### src/rtl/weight_fetch_sched_if.sv
// Bundle of all weight_fetch_sched control, host-write, output-stream and memory signals.
// The slave modport is the scheduler's view; master is the surrounding system.
interface weight_fetch_sched_if #(
    parameter int WIDTH = 64
);
    logic             start;
    logic [31:0]      base_addr;
    logic [15:0]      num_words;
    logic             busy;
    logic             done;

    logic             host_wr_req;
    logic [31:0]      host_wr_addr;
    logic [WIDTH-1:0] host_wr_data;
    logic             host_wr_gnt;

    logic             out_valid;
    logic [WIDTH-1:0] out_data;
    logic             out_last;
    logic             out_ready;

    logic             mem_write_en;
    logic [31:0]      mem_addr;
    logic [WIDTH-1:0] mem_data_in;
    logic [WIDTH-1:0] mem_data_out;

    modport slave (
        input  start, base_addr, num_words,
        input  host_wr_req, host_wr_addr, host_wr_data,
        input  out_ready, mem_data_out,
        output busy, done, host_wr_gnt,
        output out_valid, out_data, out_last,
        output mem_write_en, mem_addr, mem_data_in
    );

    modport master (
        output start, base_addr, num_words,
        output host_wr_req, host_wr_addr, host_wr_data,
        output out_ready, mem_data_out,
        input  busy, done, host_wr_gnt,
        input  out_valid, out_data, out_last,
        input  mem_write_en, mem_addr, mem_data_in
    );
endinterface

### src/rtl/weight_fetch_sched.sv
// Burst weight fetcher: streams num_words memory words through a 2-entry FIFO, host writes take priority.
// Optional macro WFS_STALL_CNT_EN adds the stall_cnt output (cycles busy with a stalled valid word).
//
//   state | meaning
//   IDLE  | waiting for start
//   FETCH | issuing reads, one per unblocked cycle
//   DRAIN | all reads issued, waiting for the last word to transfer
//   DONE  | one-cycle completion, done=1
module weight_fetch_sched #(
    parameter int WIDTH  = 64,
    parameter int LENGTH = 4096
) (
    input  logic                clk,
    input  logic                rst,
    weight_fetch_sched_if.slave bus_if
`ifdef WFS_STALL_CNT_EN
    ,
    output logic [31:0]         stall_cnt
`endif
);

    localparam int AW = $clog2(LENGTH);

    localparam logic [1:0] S_IDLE  = 2'd0;
    localparam logic [1:0] S_FETCH = 2'd1;
    localparam logic [1:0] S_DRAIN = 2'd2;
    localparam logic [1:0] S_DONE  = 2'd3;

    logic [1:0]       state_q, state_d;
    logic [AW-1:0]    addr_q, addr_d;
    logic [15:0]      rd_rem_q, rd_rem_d;
    logic             infl_q, infl_last_q;

    logic [WIDTH-1:0] fifo_data_q [2];
    logic [1:0]       fifo_last_q;
    logic             rd_ptr_q, wr_ptr_q;
    logic [1:0]       cnt_q;

    logic             host_gnt;
    logic             start_acc;
    logic             out_valid;
    logic             pop;
    logic             push;
    logic             rd_issue;
    logic             rd_is_last;
    logic [2:0]       occ_after;
    logic             unused_base_hi;

    assign unused_base_hi = ^bus_if.base_addr[31:AW];

    assign host_gnt   = bus_if.host_wr_req & ~rst;
    assign start_acc  = (state_q == S_IDLE) & bus_if.start;
    assign out_valid  = (cnt_q != 2'd0);
    assign pop        = out_valid & bus_if.out_ready;
    assign push       = infl_q;
    assign rd_is_last = (rd_rem_q == 16'd1);

    // The word leaving the FIFO this cycle frees its slot, which keeps a full-rate stream going.
    assign occ_after = {1'b0, cnt_q} - {2'b00, pop} + {2'b00, infl_q};
    assign rd_issue  = (state_q == S_FETCH) & ~bus_if.host_wr_req & (occ_after < 3'd2);

    always_comb begin
        state_d  = state_q;
        addr_d   = addr_q;
        rd_rem_d = rd_rem_q;
        case (state_q)
            S_IDLE: begin
                if (bus_if.start) begin
                    if (bus_if.num_words != 16'd0) begin
                        state_d  = S_FETCH;
                        addr_d   = bus_if.base_addr[AW-1:0];
                        rd_rem_d = bus_if.num_words;
                    end else begin
                        state_d = S_DONE;
                    end
                end
            end
            S_FETCH: begin
                if (rd_issue) begin
                    addr_d   = addr_q + 1'b1;
                    rd_rem_d = rd_rem_q - 16'd1;
                    if (rd_is_last) begin
                        state_d = S_DRAIN;
                    end
                end
            end
            S_DRAIN: begin
                if (pop && fifo_last_q[rd_ptr_q]) begin
                    state_d = S_DONE;
                end
            end
            default: state_d = S_IDLE;
        endcase
    end

    always_ff @(posedge clk or posedge rst) begin
        if (rst) begin
            state_q  <= S_IDLE;
            addr_q   <= '0;
            rd_rem_q <= '0;
        end else begin
            state_q  <= state_d;
            addr_q   <= addr_d;
            rd_rem_q <= rd_rem_d;
        end
    end

    // Read data arrives one cycle after issue; the last-word tag travels with it.
    always_ff @(posedge clk or posedge rst) begin
        if (rst) begin
            infl_q      <= 1'b0;
            infl_last_q <= 1'b0;
        end else begin
            infl_q      <= rd_issue;
            infl_last_q <= rd_issue & rd_is_last;
        end
    end

    always_ff @(posedge clk or posedge rst) begin
        if (rst) begin
            for (int i = 0; i < 2; i++) begin
                fifo_data_q[i] <= '0;
            end
            fifo_last_q <= '0;
            rd_ptr_q    <= 1'b0;
            wr_ptr_q    <= 1'b0;
            cnt_q       <= '0;
        end else begin
            if (push) begin
                fifo_data_q[wr_ptr_q] <= bus_if.mem_data_out;
                fifo_last_q[wr_ptr_q] <= infl_last_q;
                wr_ptr_q              <= ~wr_ptr_q;
            end
            if (pop) begin
                rd_ptr_q <= ~rd_ptr_q;
            end
            cnt_q <= cnt_q + {1'b0, push} - {1'b0, pop};
        end
    end

    assign bus_if.busy         = (state_q == S_FETCH) | (state_q == S_DRAIN);
    assign bus_if.done         = (state_q == S_DONE);
    assign bus_if.host_wr_gnt  = host_gnt;
    assign bus_if.mem_write_en = host_gnt;
    assign bus_if.mem_data_in  = host_gnt ? bus_if.host_wr_data : '0;
    assign bus_if.mem_addr     = host_gnt ? bus_if.host_wr_addr :
                                 rd_issue ? 32'(addr_q)         : 32'd0;
    assign bus_if.out_valid    = out_valid;
    assign bus_if.out_data     = out_valid ? fifo_data_q[rd_ptr_q] : '0;
    assign bus_if.out_last     = out_valid & fifo_last_q[rd_ptr_q];

`ifdef WFS_STALL_CNT_EN
    always_ff @(posedge clk or posedge rst) begin
        if (rst) begin
            stall_cnt <= '0;
        end else if (start_acc) begin
            stall_cnt <= '0;
        end else if (bus_if.busy && out_valid && !bus_if.out_ready && (stall_cnt != '1)) begin
            stall_cnt <= stall_cnt + 32'd1;
        end
    end
`else
    logic unused_start_acc;
    assign unused_start_acc = start_acc;
`endif

endmodule

### src/flat_wrapper.sv
// flat-port wrapper written by rule: the top's interface ports become plain ports
module weight_fetch_sched_flat 
#(
    parameter int WIDTH  = 64,
    parameter int LENGTH = 4096
)
  (clk, rst, bus_if_start, bus_if_base_addr, bus_if_num_words, bus_if_host_wr_req, bus_if_host_wr_addr, bus_if_host_wr_data, bus_if_out_ready, bus_if_mem_data_out, bus_if_busy, bus_if_done, bus_if_host_wr_gnt, bus_if_out_valid, bus_if_out_data, bus_if_out_last, bus_if_mem_write_en, bus_if_mem_addr, bus_if_mem_data_in);
  weight_fetch_sched_if #(.WIDTH(WIDTH)) bus_if_i ();
  input  logic clk;
  input  logic rst;
  input wire logic [$bits(bus_if_i.start)-1:0] bus_if_start;
  input wire logic [$bits(bus_if_i.base_addr)-1:0] bus_if_base_addr;
  input wire logic [$bits(bus_if_i.num_words)-1:0] bus_if_num_words;
  input wire logic [$bits(bus_if_i.host_wr_req)-1:0] bus_if_host_wr_req;
  input wire logic [$bits(bus_if_i.host_wr_addr)-1:0] bus_if_host_wr_addr;
  input wire logic [$bits(bus_if_i.host_wr_data)-1:0] bus_if_host_wr_data;
  input wire logic [$bits(bus_if_i.out_ready)-1:0] bus_if_out_ready;
  input wire logic [$bits(bus_if_i.mem_data_out)-1:0] bus_if_mem_data_out;
  output wire logic [$bits(bus_if_i.busy)-1:0] bus_if_busy;
  output wire logic [$bits(bus_if_i.done)-1:0] bus_if_done;
  output wire logic [$bits(bus_if_i.host_wr_gnt)-1:0] bus_if_host_wr_gnt;
  output wire logic [$bits(bus_if_i.out_valid)-1:0] bus_if_out_valid;
  output wire logic [$bits(bus_if_i.out_data)-1:0] bus_if_out_data;
  output wire logic [$bits(bus_if_i.out_last)-1:0] bus_if_out_last;
  output wire logic [$bits(bus_if_i.mem_write_en)-1:0] bus_if_mem_write_en;
  output wire logic [$bits(bus_if_i.mem_addr)-1:0] bus_if_mem_addr;
  output wire logic [$bits(bus_if_i.mem_data_in)-1:0] bus_if_mem_data_in;
  assign bus_if_i.start = bus_if_start;
  assign bus_if_i.base_addr = bus_if_base_addr;
  assign bus_if_i.num_words = bus_if_num_words;
  assign bus_if_i.host_wr_req = bus_if_host_wr_req;
  assign bus_if_i.host_wr_addr = bus_if_host_wr_addr;
  assign bus_if_i.host_wr_data = bus_if_host_wr_data;
  assign bus_if_i.out_ready = bus_if_out_ready;
  assign bus_if_i.mem_data_out = bus_if_mem_data_out;
  assign bus_if_busy = bus_if_i.busy;
  assign bus_if_done = bus_if_i.done;
  assign bus_if_host_wr_gnt = bus_if_i.host_wr_gnt;
  assign bus_if_out_valid = bus_if_i.out_valid;
  assign bus_if_out_data = bus_if_i.out_data;
  assign bus_if_out_last = bus_if_i.out_last;
  assign bus_if_mem_write_en = bus_if_i.mem_write_en;
  assign bus_if_mem_addr = bus_if_i.mem_addr;
  assign bus_if_mem_data_in = bus_if_i.mem_data_in;
  weight_fetch_sched #(.WIDTH(WIDTH), .LENGTH(LENGTH)) u_core (.clk(clk), .rst(rst), .bus_if(bus_if_i));
endmodule
### config.mk
export PLATFORM = sky130hd
export DESIGN_NAME = weight_fetch_sched_flat
export DESIGN_NICKNAME = d
export VERILOG_FILES = /design/src/rtl/weight_fetch_sched_if.sv /design/src/rtl/weight_fetch_sched.sv /design/src/flat_wrapper.sv
export SDC_FILE = /design/constraint.sdc
export NUM_CORES = 1
export LEC_CHECK = 0
export ABC_CLOCK_PERIOD_IN_PS = 6200
export CORE_MARGIN = 8
export CORE_UTILIZATION = 43
export DETAILED_ROUTE_END_ITERATION = 16
export GPL_TIMING_DRIVEN = 0
export PLACE_DENSITY = 0.81
export SLEW_MARGIN = 20
export SYNTH_ARGS = -nofsm -noshare
export SYNTH_HDL_FRONTEND = slang
export SYNTH_SLANG_ARGS = --single-unit
### constraint.sdc
create_clock -name clk -period 6.2 [get_ports clk]
set_input_delay 1.24 -clock clk [delete_from_list [all_inputs] [get_ports clk]]
set_output_delay 1.24 -clock clk [all_outputs]
set_load 0.01 [all_outputs]
==> results of run 1 <==
## final cells by class
type | count | area (um^2)
fill | 1560 | 6830
multi-input combinational | 564 | 4310
sequential | 166 | 4150
timing repair buffer | 359 | 3610
clock buffer | 20 | 447
tap | 270 | 338
buffer | 60 | 246
clock inverter | 12 | 114
inverter | 14 | 60.1
## registers in the layout, summed over array words and instances (netlist names), 2 cells and up
register            cells
u_core.fifo_data_q    128
u_core.state_q          2
u_core.cnt_q            2
u_core.rd_rem_q        16
u_core.fifo_last_q      2
u_core.addr_q          12
## through the flow
| step | hold WS [ns] | cells | cell area [um^2] |
|---|---|---|---|
| 5_1_grt | 0.515 | 1465 | 13300 |
| 6_report | 0.485 | 1465 | 13300 |
| 3_5_place_dp | 0.477 | 1433 | 12700 |
| 2_1_floorplan | 0.460 | 804 | 8760 |
| 3_3_place_gp | 0.475 | 1432 | 12700 |
| 4_1_cts | 0.489 | 1465 | 13300 |
## worst min path at each step
stage                            start                           to  cells past startpoint
3_3_place_gp   u_core.infl_q$_DFF_PP0_  u_core.wr_ptr_q$_DFFE_PP0P_                      1
6_report       u_core.infl_q$_DFF_PP0_  u_core.wr_ptr_q$_DFFE_PP0P_                      1
5_1_grt        u_core.infl_q$_DFF_PP0_  u_core.wr_ptr_q$_DFFE_PP0P_                      1
2_1_floorplan  u_core.infl_q$_DFF_PP0_  u_core.wr_ptr_q$_DFFE_PP0P_                      1
3_5_place_dp   u_core.infl_q$_DFF_PP0_  u_core.wr_ptr_q$_DFFE_PP0P_                      1
4_1_cts        u_core.infl_q$_DFF_PP0_  u_core.wr_ptr_q$_DFFE_PP0P_                      1
## power by group
group	total (mW)	switching (mW)	internal, mW
combinational	2.75	1.25	1.50
clock	0.990	0.453	0.538
sequential	1.81	0.254	1.55
## per-layer routing
layer / GRT usage [%] / routed length (um) / vias to the layer above
li1: - / - / 3573
met1: 28.6 / 12400 / 3656
met2: 37.3 / 14100 / 296
met3: 10.1 / 3220 / 24
met4: 5.02 / 320 / 0
met5: 0 / 0 / -
## timing repair
action	in CTS	in global routing
setup endpoints to repair	9	9
buffers inserted	0	0
resized for setup	1	1
## cells by family (layout without fill, tap and decap cells)
kind of cell / after synthesis / count (layout) / synth area share [%]
adders and majority gates: 10 / 10 / 1.51
AOI/OAI and AO/OA: 83 / 83 / 6.64
and+or+nand+nor: 268 / 268 / 16.0
muxes: 200 / 200 / 24.7
xor gates and xnor gates: 3 / 3 / 0.300
buffers and inverters: 74 / 465 / 3.40
DFF: 166 / 166 / 47.4
## cells in the final DEF (no fill, tap or decap), types with 3 or more instances in the layout
cell type,instances
buf_2,4
clkbuf_16,17
nor4_1,4
inv_1,13
mux2i_1,70
nor3_1,5
o211ai_1,5
nand4_1,4
o22ai_1,9
dfrtp_1,166
clkbuf_1,52
clkinv_4,5
or4b_1,3
nor2_1,79
o21ai_0,12
a22o_1,12
nor2b_1,8
and3_1,5
nand2b_1,6
a2bb2oi_1,8
clkdlybuf4s50_1,358
nand3_1,17
ha_1,9
nand2_1,37
a32oi_1,3
a21oi_1,17
mux2_2,130
a211o_1,3
inv_6,4
and2_1,85
nor4b_1,3
==> out/summary.txt, run 1 <==
H-tree levels - 4
Area Growth Syn to Fin - 51.6%
maximum VDD drop - 0.000208 V
antenna violations before repair - 0
CP Buf/Inv Count - 5
R2R Path Start - u_core.cnt_q[1]$_DFF_PP0_
total length of routed wires - 30,000 um
Synth Register Bits - 166
pwr dens - 418 nW/um^2
sequential share of the synthesized area - 47.4%
fin crit period - 5.89 ns
Clock Root Buffer - clkbuf_16
row cnt - 52
pre-CTS setup slack - -0.0415 ns
FF-to-FF setup slack - 2.33 ns
most frequent cell after synthesis - dfrtp_1
crit path capture type - output pin
LEAKAGE - 5.56 nW
routed vias/inst - 5.15
Worst-path clk slew - 0.06 ns
Max Cap Viol - 0
Worst R2R End - u_core.rd_rem_q[9]$_DFFE_PP0P_
number of clock sinks - 166
antenna viol nets, final - 0
crit path cell chain - clkdlybuf4s50_1 -> nand2_1 -> inv_1 -> ha_1 -> inv_1 -> ha_1 -> fa_1 -> or3b_1 -> nor2_2 -> clkbuf_2 -> a22o_1 -> clkdlybuf4s50_1
Die W - 159 um
outcome - finished, final reports clean
gr ovfl total - 0
# hold bufs at CTS - 0
path type of the worst min-delay path - flip-flop to flip-flop
Setup crit start - bus_if_out_ready
setup TNS - 0 ns
share of cells above drive strength 1 - 14.5%
first-pass GRT wire length - 46,500 um
syn_nets - 1,027
slack of the critical path - 0.308 ns
Final Hold Fails - 0
Required @ worst endpoint - 4.96 ns
slew at the pin closest to its max-slew limit - 0.795 ns
Die ar. - 25,200 um^2
Synth top area share - 47.4%
Slew HR - 47.0%
CP Launch Type - input port
Worst Clk Skew - 0.00876 ns
CTS max path bufs - 2
I/O Buffers - 358
R2R depth - 16
diode count - 0
DRC violations left - 0
HPWL Detailed - 23,600 um
fin nets - 1,405
synth cell count leaders - dfrtp_1 (166), mux2_2 (130), and2_1 (85)
setup violators final - 0
RSZ-0062 raised after global routing - false
WP data arrival - 4.65 ns
Starting DRT DRC Count - 461
vias in the first global route - 7,988
maximum clock frequency - 170 MHz
CP Max Fanout - 10
via count - 7,549
GRT Util Overall - 23.3%
kind of critical path - input port to output pin
ys flop type - dfrtp_1
First-pass DRT Iterations - 5
chip height - 159 um
Avg Cell Area, Syn - 10.9 um^2
Cells after Synth - 804
Synth cell types - 51
GP Congestion - 0.952
Initial Util - 43.6%
Stages on worst setup path - 12
asr flop ratio synth - 100%
I/O pin count - 379
delay-heaviest family, CP - buffers and inverters
yosys warns - 0
largest cells by area after synthesis - dfrtp_1 (47%), mux2_2 (17%), mux2i_1 (8.0%)
crit-path max cell delay - 0.55 ns
max-slew violation count - 0
crit share post-route - 95.0%
Worst setup endpoint - bus_if_mem_addr[10]
TritonCTS buffer count - 17
core area - 20,100 um^2
cell taking the most area after synthesis - dfrtp_1
Slowest cell on crit path - clkdlybuf4s50_1
clk_lat worst skew - 0.42 ns
Final Core Density - 66.0%
TritonCTS clock tree - done
wire length per cell - 20.5 um
synthesized cell area - 8760 um^2
Post-synth EDFFs - 0
Final Power - 5.55 mW
largest net degree at the start of global routing - 88
Note: power is estimated with default switching activity, not from simulation.
==> run 2, diff against run 1 <==
ABC_CLOCK_PERIOD_IN_PS = 6700   (was 6200)
SLEW_MARGIN = not set   (was 20)
clock period = 6.7 ns   (was 6.2 ns; I/O delays follow)
==> run 2 against run 1 <==
  * Core utilization is essentially flat
  * Clock power is 7.4% lower
  * Sequential power is 8% lower
  * Largest cell class unchanged
  * Flip-flop and latch count stayed put
  * Global-route usage stayed put
  * Die area stayed put
==> out/summary.txt, run 2 (synthesized netlist as in run 1, its figures left out) <==
Slew HR - 47.0% (unchanged)
Resized Gates After CTS - 0 (-1)
crit path cell chain - clkdlybuf4s50_1 -> nand2_1 -> inv_1 -> ha_1 -> inv_1 -> ha_1 -> fa_1 -> or3b_1 -> nor2_1 -> clkbuf_1 -> a22o_1 -> clkdlybuf4s50_1
Slowest cell on crit path - clkdlybuf4s50_1
antenna violations before repair - 0 (unchanged)
max-slew violation count - 0 (unchanged)
crit-path max cell delay - 0.56 ns (about the same)
I/O Buffers - 358 (unchanged)
Cell Area, Placed - 12,700 um^2 (unchanged)
slew at the pin closest to its max-slew limit - 0.795 ns (unchanged)
commonest non-fill, non-tap cell in the layout - clkdlybuf4s50_1
GRT Util Overall - 23.3% (unchanged)
WP data arrival - 5.06 ns (+0.41 ns)
pwr dens - 387 nW/um^2 (-7.5%)
core area - 20,100 um^2 (unchanged)
max FFs per register - 128 (unchanged)
CTS max path bufs - 2 (unchanged)
# hold bufs at CTS - 0 (unchanged)
largest net degree at the start of global routing - 88 (unchanged)
TritonCTS clock tree - done
setup violators final - 0 (unchanged)
Area Growth Syn to Fin - 51.6% (about the same)
Hold WS - 0.484 ns (-0.000509 ns)
First-pass DRT Iterations - 5 (unchanged)
most frequent cells in the layout - clkdlybuf4s50_1 (358), dfrtp_1 (166), mux2_2 (130), and2_1 (85), nor2_1 (80)
Die ar. - 25,200 um^2 (unchanged)
Post-CTS Repair Setup Buffers - 0 (unchanged)
kind of critical path - input port to output pin
HPWL Detailed - 23,600 um (unchanged)
chip height - 159 um (unchanged)
post-route cell area - 13,300 um^2 (about the same)
clk_lat worst skew - 0.42 ns (about the same)
crit share post-route - 95.5%
antenna viol nets, final - 0 (unchanged)
I/O pin count - 379 (unchanged)
Fill cells - 1,561 (+0.064%)
Max Cap Viol - 0 (unchanged)
RSZ-0062 raised after global routing - false
CP Launch Type - input port
Required @ worst endpoint - 5.36 ns (+0.40 ns)
GP Congestion - 0.952 (unchanged)
share of cells above drive strength 1 - 14.3% (-0.17 points)
Initial Util - 43.6% (unchanged)
LEAKAGE - 5.56 nW (about the same)
total length of routed wires - 30,000 um (about the same)
first-pass GRT wire length - 46,500 um (unchanged)
row cnt - 52 (unchanged)
crit path capture type - output pin
wire length per cell - 20.5 um (about the same)
Starting DRT DRC Count - 458 (-0.65%)
diode count - 0 (unchanged)
DRC violations left - 0 (unchanged)
H-tree levels - 4 (unchanged)
top flop regs - u_core.fifo_data_q x128, u_core.rd_rem_q x16, u_core.addr_q x12
Worst Clk Skew - 0.00872 ns (-0.0000413 ns)
slack of the critical path - 0.302 ns (-0.00511 ns)
Die W - 159 um (unchanged)
number of clock sinks - 166 (unchanged)
Clock Root Buffer - clkbuf_16
vias in the first global route - 7,988 (unchanged)
TritonCTS buffer count - 17 (unchanged)
outcome - finished, final reports clean
Final Power - 5.13 mW (-7.5%)
CP Max Fanout - 10 (unchanged)
pre-CTS setup slack - 0.258 ns (+0.300 ns)
Worst-path clk slew - 0.06 ns (about the same)
via count - 7,539 (-0.13%)
gr ovfl total - 0 (unchanged)
maximum VDD drop - 0.000193 V (-7.4%)
fin crit period - 6.40 ns
Final Hold Fails - 0 (unchanged)
path type of the worst min-delay path - flip-flop to flip-flop
maximum clock frequency - 156 MHz
Most flops, register - u_core.fifo_data_q
routed vias/inst - 5.15 (-0.13%)
fin nets - 1,405 (unchanged)
-- run 2: path summary, 6_finish.rpt --
path                                           start                             endpoint  slack (ns)  cells past startpoint
min in group asynchronous                        rst         u_core.addr_q[4]$_DFFE_PP0P_        1.49                      2
hold reg to reg              u_core.infl_q$_DFF_PP0_          u_core.wr_ptr_q$_DFFE_PP0P_        0.48                      1
hold / removal               u_core.infl_q$_DFF_PP0_          u_core.wr_ptr_q$_DFFE_PP0P_        0.48                      1
setup / recovery                    bus_if_out_ready                  bus_if_mem_addr[10]        0.30                     12
max in group asynchronous                        rst  u_core.fifo_data_q[125]$_DFFE_PP0P_        4.40                      3
setup reg to reg           u_core.cnt_q[1]$_DFF_PP0_       u_core.rd_rem_q[9]$_DFFE_PP0P_        2.87                     16
-- run 2: critical path: cells and delay by family --
family | cells | cell delay [ns]
buffers and inverters | 5 | 1.61
adder cells (fa/ha/maj) | 3 | 0.92
AO/OA/AOI/OAI | 1 | 0.23
AND/OR/NAND/NOR | 3 | 0.95
-- run 2: cell type report --
type	count	area [um^2]	area share (%)
plain buffers	60	245	1.85
clock buffers	20	447	3.37
clock inverters	12	114	0.858
inverters	14	60.1	0.452
multi-input cells	564	4310	32.4
flip-flops and latches	166	4150	31.3
well taps	270	338	2.55
repair buffers	359	3610	27.2
-- run 2: per-stage QoR --
stage          instances  util, %  TNS, ns
3_3_place_gp        1432     63.1  -211.34
2_1_floorplan        804        -        0
4_1_cts             1465     66.0        0
5_1_grt             1465     66.0        0
6_report            1465     66.0        0
3_5_place_dp        1433     63.2        0
-- run 2: layer usage --
metal / GRT usage [%] / share of wire, %
met1: 28.6 / 41
met2: 37.3 / 47
met3: 10.1 / 11
met4: 5.02 / 1.0
met5: 0 / 0
-- run 2: power breakdown --
| part | internal, mW | switching [mW] |
|---|---|---|
| clock network | 0.498 | 0.419 |
| logic | 1.38 | 1.16 |
| registers | 1.44 | 0.235 |
